File: config.mk
export PLATFORM = sky130hd
export DESIGN_NAME = tdm_demux_4x1
export DESIGN_NICKNAME = d
export VERILOG_FILES = /design/src/rtl/tdm_demux_4x1.sv
export SDC_FILE = /design/constraint.sdc
export NUM_CORES = 1
export LEC_CHECK = 0
export BUFFER_PORTS_ARGS = -buffer_cell sky130_fd_sc_hd__buf_2
export CAP_MARGIN = 15
export CELL_PAD_IN_SITES_DETAIL_PLACEMENT = 1
export CELL_PAD_IN_SITES_GLOBAL_PLACEMENT = 1
export CORE_AREA = 2 2 45 58
export CTS_CLUSTER_DIAMETER = 50
export CTS_CLUSTER_SIZE = 12
export DETAILED_ROUTE_END_ITERATION = 10
export DIE_AREA = 0 0 47 60
export GPL_TIMING_DRIVEN = 0
export PLACE_DENSITY_LB_ADDON = 0.1
export SYNTH_ARGS = -nofsm -noshare
export SYNTH_HDL_FRONTEND = slang
export SYNTH_SLANG_ARGS = --single-unit
export TNS_END_PERCENT = 100
File: constraint.sdc
create_clock -name clk -period 2.65 [get_ports clk]
set_clock_uncertainty 0.05 [all_clocks]
set_input_delay 0.795 -clock clk [delete_from_list [all_inputs] [get_ports clk]]
set_output_delay 0.795 -clock clk [all_outputs]
set_load 0.01 [all_outputs]
File: src/rtl/tdm_demux_4x1.sv
// tdm_demux_4x1: receive end of a 4-slot TDM link, reassembles slots into registered parallel frames
module tdm_demux_4x1 #(
  parameter int W   = 1,
  parameter int FCW = 8
) (
  input  logic           clk,
  input  logic           rst_n,
  input  logic           en,
  input  logic           sync,
  input  logic [W-1:0]   din,
  output logic [4*W-1:0] q,
  output logic           valid,
  output logic [1:0]     slot,
  output logic           locked,
  output logic           resync_err,
  output logic [FCW-1:0] frame_cnt
);
  logic [1:0]          slot_q, slot_d;
  logic [2:0][W-1:0]   sh_q, sh_d;
  logic [4*W-1:0]      q_q, q_d;
  logic                valid_q, valid_d;
  logic                locked_q, locked_d;
  logic                err_q, err_d;
  logic [FCW-1:0]      cnt_q, cnt_d;
  always_comb begin
    slot_d   = slot_q;
    sh_d     = sh_q;
    q_d      = q_q;
    valid_d  = 1'b0;
    err_d    = 1'b0;
    locked_d = locked_q;
    cnt_d    = cnt_q;
    if (en && sync) begin
      sh_d[0]  = din;
      slot_d   = 2'd1;
      locked_d = 1'b1;
      err_d    = locked_q && slot_q != 2'd0;
    end else if (en && locked_q) begin
      if (slot_q == 2'd3) begin
        q_d     = {din, sh_q[2], sh_q[1], sh_q[0]};
        valid_d = 1'b1;
        cnt_d   = cnt_q + 1'b1;
        slot_d  = 2'd0;
      end else begin
        for (int i = 0; i < 3; i++)
          if (slot_q == 2'(i)) sh_d[i] = din;
        slot_d = slot_q + 2'd1;
      end
    end
  end
  always_ff @(posedge clk) begin
    if (!rst_n) begin
      slot_q   <= '0;
      sh_q     <= '0;
      q_q      <= '0;
      valid_q  <= 1'b0;
      locked_q <= 1'b0;
      err_q    <= 1'b0;
      cnt_q    <= '0;
    end else begin
      slot_q   <= slot_d;
      sh_q     <= sh_d;
      q_q      <= q_d;
      valid_q  <= valid_d;
      locked_q <= locked_d;
      err_q    <= err_d;
      cnt_q    <= cnt_d;
    end
  end
  assign q          = q_q;
  assign valid      = valid_q;
  assign slot       = slot_q;
  assign locked     = locked_q;
  assign resync_err = err_q;
  assign frame_cnt  = cnt_q;
endmodule

==> run_results.csv, run 1 <==
group,metric,value,unit
yosys,yosysWarningCount,0,
setup_path,cp-end-kind,"output pin",
cells_and_area,final_nets,132,
clock_tree,cts_buffers,3,
setup_path,r2r-start,"slot[0]",
routing,drc,0,
clock_tree,clock-root-buffer,"clkbuf_4",
clock_tree,clockBufferDepth,2,
setup_path,crit_chain,"buf_2",
clock_tree,cts_setup_buffers,0,
grt,grt_max_degree,13,
sta,fin_crit_sh,0.6665,
floorplan,die_h,60,µm
sta,hold_ws,0.4231,ns
yosys,yosys-top-cells-area,"dfxtp_1 (44%), mux2i_1 (10%), ha_1 (6.9%)",
cells_and_area,drive_gt1_frac,0.2314,
sta,timing.setup.tns,0,ns
setup_path,cp-startpoint,"slot[0]",
clock_tree,ctsHoldBuffers,0,
sta,period_minus_slack,1.766,ns
yosys,syn_nets,108,
yosys,synth_common_cells,"dfxtp_1 (20), nand2_1 (12), mux2i_1 (9), a21oi_1 (8), nor2_1 (8)",
routing,drtIter0Drc,7,
sta,relSlewSlack,0.6883,
grt,grt_antenna_before_repair,0,
yosys,synth_top_family_by_area,"simple AND/OR/NAND/NOR gates",
clock_tree,clock_latency,0.30,ns
clock_tree,clk_pin_slew,0.11,ns
clock_tree,cts_sinks,20,
routing,wirelength,1919,µm
cells_and_area,area_growth,20.94,%
sta,hold_viol_final,0,
grt,grt_pass1_vias,709,
yosys,synth.cell_area,902.1,µm²
grt,grt_pass1_wl,3174,µm
setup_path,cp_max_fo,6,
run_status,outcome,"complete, no violations",
routing,ant_nets,0,
yosys,synth_compound_area_frac,0.09431,
flow_run,cap_violations,0,
setup_path,cp.required,1.81,ns
sta,worst_pin_slew,0.4675,ns
setup_path,slowest_delay,0.45,ns
pwr,cellPowerDensity,544.1,nW/µm²
placed_design,gp_congestion,0.6722,
yosys,synth_top_cell_by_area,"dfxtp_1",
clock_tree,cts_tree,"built",
grt,gr-total-overflow,0,
placed_design,hpwl,1450,µm
grt,grt_use_total,0.1585,
yosys,ys_ff_latch,20,
yosys,synth_top_area_frac,0.4438,
setup_path,endpoint,"slot[0]",
setup_path,cpLargestDelayFamily,"flip-flops",
placed_design,dp_worst_setup_slack,0.6497,ns
yosys,synth_edf_count,0,
routing,via_per_inst,5.013,
yosys,synth_ff_type,"dfxtp_1",
yosys,ys_seq_area_frac,0.4438,
yosys,async_flop_share,0,
yosys,synth_cells,98,
setup_path,r2r_slack,0.99,ns
floorplan,die_x,47,µm
pwr,ir_worst_vdd,0.3099,mV
yosys,ys_types,24,
floorplan,core_area,2302,µm²
cells_and_area,nFillCells,289,
sta,max_freq,566.2,MHz
pwr,p_total,593.6,µW
routing,wl_per_cell,12.46,µm
pwr,power_leakage,0.5192,nW
floorplan,ios,22,
sta,slew_violations,0,
yosys,synthMuxAreaShare,0.09986,
setup_path,arrival,0.92,ns
floorplan,start_util,0.3918,
setup_path,reg2reg_depth,4,
setup_path,slowest_stage,"dfxtp_1",
setup_path,critical_path_class,"register to output pin",
floorplan,core.rowCount,20,
hold_path,hp-class,"register to register",
floorplan,die-area,2820,µm²
yosys,synth-simple-area-share,0.2358,
yosys,synth_xor_xnor_area_share,0.009709,
clock_tree,htreeDepth,1,
setup_path,cp_num_buf_inv,1,
clock_tree,ctsResizeCount,0,
setup_path,setup.worst_path.start_class,"register",
yosys,yosysMostFrequentCell,"dfxtp_1",
sta,final-setup-viol-count,0,
routing,vias,772,
placed_design,port_buffers,19,
sta,worst_slack,0.8837,ns
routing,drt_first_pass_iters,4,
yosys,avgSynthCellArea,9.205,µm²
yosys,synth-adder-area-share,0.06935,
cells_and_area,utilization,0.4739,
sta,rsz0062_at_grt,"false",
cells_and_area,insertedDiodeCount,0,
setup_path,crit_cells,1,
setup_path,rr_endpoint,"frame_cnt[6]",
state kept, by name, indices dropped and copies added (netlist names):
name,cells
slot,2
locked,1
sh_q,3
frame_cnt,8
resync_err,1
q,4
valid,1
how the worst min path moves through the flow:
| stage | slack [ns] | endpoint | from | cells after the start |
|---|---|---|---|---|
| floorplan | 0.39 | sh_q[1] | sh_q[1] | 2 |
| global placement | 0.40 | sh_q[0] | sh_q[0] | 2 |
| detailed placement | 0.41 | sh_q[0] | sh_q[0] | 2 |
| CTS | 0.43 | frame_cnt[7] | frame_cnt[7] | 2 |
| global route | 0.46 | sh_q[0] | sh_q[0] | 2 |
| finish | 0.42 | frame_cnt[7] | frame_cnt[7] | 2 |
where the power goes:
part           leakage, nW  switching, mW  internal, mW
clock               0.0279         0.0975         0.153
sequential           0.162        0.00323         0.304
combinational        0.330         0.0219        0.0141
per-layer routing:
metal  up-vias  track usage  share of wire
met3         4      0.02719          0.040
met5         -            0              0
li1        388            -              -
met4         0      0.08333          0.017
met2        19       0.2603           0.52
met1       361       0.1911           0.42
cells by family after synthesis:
family                     Yosys count
AOI/OAI and AO/OA                   16
xor gates and xnor gates             1
adders and majority gates            5
buffers and inverters                9
DFF                                 20
muxes                                9
and+or+nand+nor                     38
layout make-up:
| class | count | area, µm² | share of cell area |
|---|---|---|---|
| multi-input combinational | 69 | 459.2 | 0.4209 |
| sequential | 20 | 400.4 | 0.3670 |
| timing repair buffer | 19 | 95.09 | 0.08716 |
| tap | 33 | 41.29 | 0.03784 |
| clock inverter | 1 | 30.03 | 0.02752 |
| buffer | 5 | 27.53 | 0.02523 |
| clock buffer | 3 | 22.52 | 0.02064 |
| inverter | 4 | 15.01 | 0.01376 |
metrics by stage:
stage | instance area, µm² | std cells
finish | 1091 | 154
global route | 1091 | 154
CTS | 1091 | 154
detailed placement | 1039 | 150
global placement | 1039 | 150
floorplan | 902.1 | 98
placed cells by master (no fill, tap or decap):
| master | Yosys | layout |
|---|---|---|
| nand3_1 | 4 | 4 |
| dfxtp_1 | 20 | 20 |
| nand4b_1 | 2 | 2 |
| or4_1 | 2 | 2 |
| ha_1 | 5 | 5 |
| nand3b_4 | 1 | 1 |
| buf_4 | 2 | 2 |
| nand2_1 | 12 | 12 |
| nor3b_1 | 1 | 1 |
| nand2b_1 | 1 | 1 |
| bufinv_16 | 0 | 1 |
| o21ai_0 | 6 | 6 |
| clkbuf_1 | 2 | 2 |
| inv_1 | 4 | 4 |
| buf_2 | 1 | 20 |
| clkbuf_4 | 0 | 3 |
| a21oi_1 | 8 | 8 |
| nor4_1 | 1 | 1 |
| o31ai_1 | 2 | 2 |
| and4bb_2 | 1 | 1 |
| mux2i_1 | 9 | 9 |
| and3b_1 | 1 | 1 |
| nor2_1 | 8 | 8 |
| xor2_1 | 1 | 1 |
| or3_1 | 3 | 3 |
| nor3_1 | 1 | 1 |
No activity file was read; power rests on OpenSTA's default activity.
==> run 2: changes to the inputs <==
--- a/config.mk
+++ b/config.mk
@@ -9,11 +9,11 @@
 export CAP_MARGIN = 15
 export CELL_PAD_IN_SITES_DETAIL_PLACEMENT = 1
 export CELL_PAD_IN_SITES_GLOBAL_PLACEMENT = 1
-export CORE_AREA = 2 2 45 58
+export CORE_AREA = 2 2 50 63
 export CTS_CLUSTER_DIAMETER = 50
 export CTS_CLUSTER_SIZE = 12
 export DETAILED_ROUTE_END_ITERATION = 10
-export DIE_AREA = 0 0 47 60
+export DIE_AREA = 0 0 52 65
 export GPL_TIMING_DRIVEN = 0
 export PLACE_DENSITY_LB_ADDON = 0.1
 export SYNTH_ARGS = -nofsm -noshare
==> constraint.sdc (replaced) <==
create_clock -name clk -period 1.4 [get_ports clk]
set_clock_uncertainty 0.05 [all_clocks]
set_input_delay 0.42 -clock clk [delete_from_list [all_inputs] [get_ports clk]]
set_output_delay 0.42 -clock clk [all_outputs]
set_load 0.01 [all_outputs]
==> run_results.csv, run 2 (same netlist as run 1, synthesis figures left out) <==
group,metric,value,unit
run_status,outcome,"complete, no violations",
setup_path,cp_max_fo,5,
setup_path,cp_num_buf_inv,0,
sta,timing.setup.tns,0,ns
setup_path,cpLargestDelayFamily,"simple AND/OR/NAND/NOR gates",
setup_path,crit_chain,"ha_4, nand3_4, or4_4, a21oi_1",
setup_path,setup.worst_path.start_class,"register",
setup_path,critical_path_class,"register to register",
sta,max_freq,717.7,MHz
grt,grt_pass1_wl,3450,µm
pwr,p_total,1.055,mW
cells_and_area,final_cell_mix,"buf_2 (19), nand2_1 (12), dfxtp_1 (12)",
cells_and_area,drive_gt1_frac,0.3740,
setup_path,cp-end-kind,"register",
grt,grt_use_total,0.1339,
cells_and_area,insertedDiodeCount,0,
pwr,power_leakage,0.5380,nW
placed_design,hpwl,1503,µm
grt,grt_antenna_before_repair,0,
setup_path,slowest_delay,0.48,ns
floorplan,die_h,65,µm
cells_and_area,regArea,415.4,µm²
routing,wirelength,2018,µm
cells_and_area,final_common_cell,"buf_2",
pwr,seqPwrFrac,0.550,
cells_and_area,area_growth,30.93,%
placed_design,gp_congestion,0.6741,
sta,relSlewSlack,0.6752,
cells_and_area,largest_reg_flops,8,
setup_path,reg2reg_depth,4,
sta,rsz0062_at_grt,"true",
floorplan,core_area,2835,µm²
hold_path,hp-class,"primary input to register",
routing,drt_first_pass_iters,3,
routing,ant_nets,0,
clock_tree,cts_tree,"built",
cells_and_area,nFillCells,351,
pwr,switching_share,0.2211,
floorplan,die_x,52,µm
pwr,power_frac_clock,0.379,
sta,fin_crit_sh,0.9952,
floorplan,ios,22,
setup_path,cp.required,1.58,ns
grt,grt_pass1_vias,739,
setup_path,r2r_slack,0.007,ns
routing,via_per_inst,4.824,
pwr,comb_power_share,0.071,
setup_path,slowest_stage,"or4_4",
routing,drc,0,
clock_tree,htreeDepth,1,
placed_design,port_buffers,19,
sta,hold_viol_final,0,
sta,final-setup-viol-count,0,
pwr,p_switching,233.3,µW
setup_path,arrival,1.58,ns
grt,gr-total-overflow,0,
setup_path,r2r-start,"slot[0]",
floorplan,start_util,0.3182,
clock_tree,clockBufferDepth,2,
pwr,cellPowerDensity,893.6,nW/µm²
routing,drtIter0Drc,8,
cells_and_area,multi_input_area,510.5,µm²
sta,slew_violations,0,
clock_tree,ctsHoldBuffers,0,
clock_tree,cts_buffers,3,
routing,wl_per_cell,12.69,µm
clock_tree,clock_latency,0.30,ns
floorplan,core.rowCount,22,
flow_run,cap_violations,0,
clock_tree,clock-root-buffer,"clkbuf_4",
routing,vias,767,
setup_path,rr_endpoint,"frame_cnt[6]",
clock_tree,clk_pin_slew,0.12,ns
floorplan,die-area,3380,µm²
setup_path,cp-startpoint,"slot[0]",
sta,period_minus_slack,1.393,ns
clock_tree,cts_sinks,20,
pwr,p_int,822.1,µW
setup_path,endpoint,"frame_cnt[6]",
sta,worst_pin_slew,0.4872,ns
pwr,ir_worst_vdd,0.4618,mV
cells_and_area,final_nets,134,
grt,grt_max_degree,13,
setup_path,crit_cells,4,
-- run 2: cell types whose count changed in the layout (fill, tap and decap cells not counted), sizes merged --
cell    before  now
buf         22   25
bufinv       1    0
-- run 2: tightest hold or removal path, cell delays in order --
cell and delay [ns]:
buf_2 0.09, mux2i_1 0.06, nor2_1 0.07
-- run 2: cell type report --
class	count	share of cell area
Buffer	5	0.03178
Clock buffer	4	0.04025
Inverter	4	0.01271
Multi-Input combinational cell	69	0.4322
Sequential cell	20	0.3517
Tap cell	36	0.03814
Timing Repair Buffer	21	0.09322
-- run 2: how the worst min path moves through the flow --
stage	from	end	cells after the start	slack [ns]
after floorplan	sh_q[1]	sh_q[1]	2	0.39
after global placement	sh_q[0]	sh_q[0]	2	0.40
after detailed placement	sh_q[0]	sh_q[0]	2	0.41
after CTS	din	q[3]	3	0.31
after global routing	sync	resync_err	3	0.33
final	din	q[3]	3	0.32
-- run 2: what timing repair did --
item,4_1_cts,5_1_grt
endpoints found under the setup margin,11,15
pin swaps,3,4
hold endpoints to repair,0,0
setup buffers,2,0
resized for setup,7,14
-- run 2: power groups by stage --
stage / sequential (mW) / combinational, mW / clock [mW]
after floorplan: 0.597 / 0.0444 / 0
after global placement: 0.595 / 0.0693 / 0
after detailed placement: 0.596 / 0.0696 / 0
after CTS: 0.581 / 0.0746 / 0.421
after global routing: 0.583 / 0.0833 / 0.449
final: 0.581 / 0.0744 / 0.400
-- run 2: stage by stage --
step | hold WS (ns) | cells | instance area (µm²) | util | setup WS, ns
after global placement | 0.3995 | 153 | 1060 | 0.3738 | -0.1854
after global routing | 0.3340 | 159 | 1181 | 0.4166 | -0.06852
after CTS | 0.3142 | 159 | 1146 | 0.4042 | 0.005290
after floorplan | 0.3878 | 98 | 919.6 | - | 0.02061
after detailed placement | 0.4084 | 153 | 1060 | 0.3738 | -0.1788
final | 0.3211 | 159 | 1181 | 0.4166 | 0.006725
-- run 2: metal layers --
| metal | global-route usage | wire [µm] | vias to the layer above |
|---|---|---|---|
| met5 | 0 | 0 | - |
| met4 | 0.06908 | 22 | 0 |
| met3 | 0.02304 | 85 | 2 |
| met2 | 0.2073 | 979 | 13 |
| met1 | 0.1745 | 931 | 361 |
| li1 | - | - | 391 |
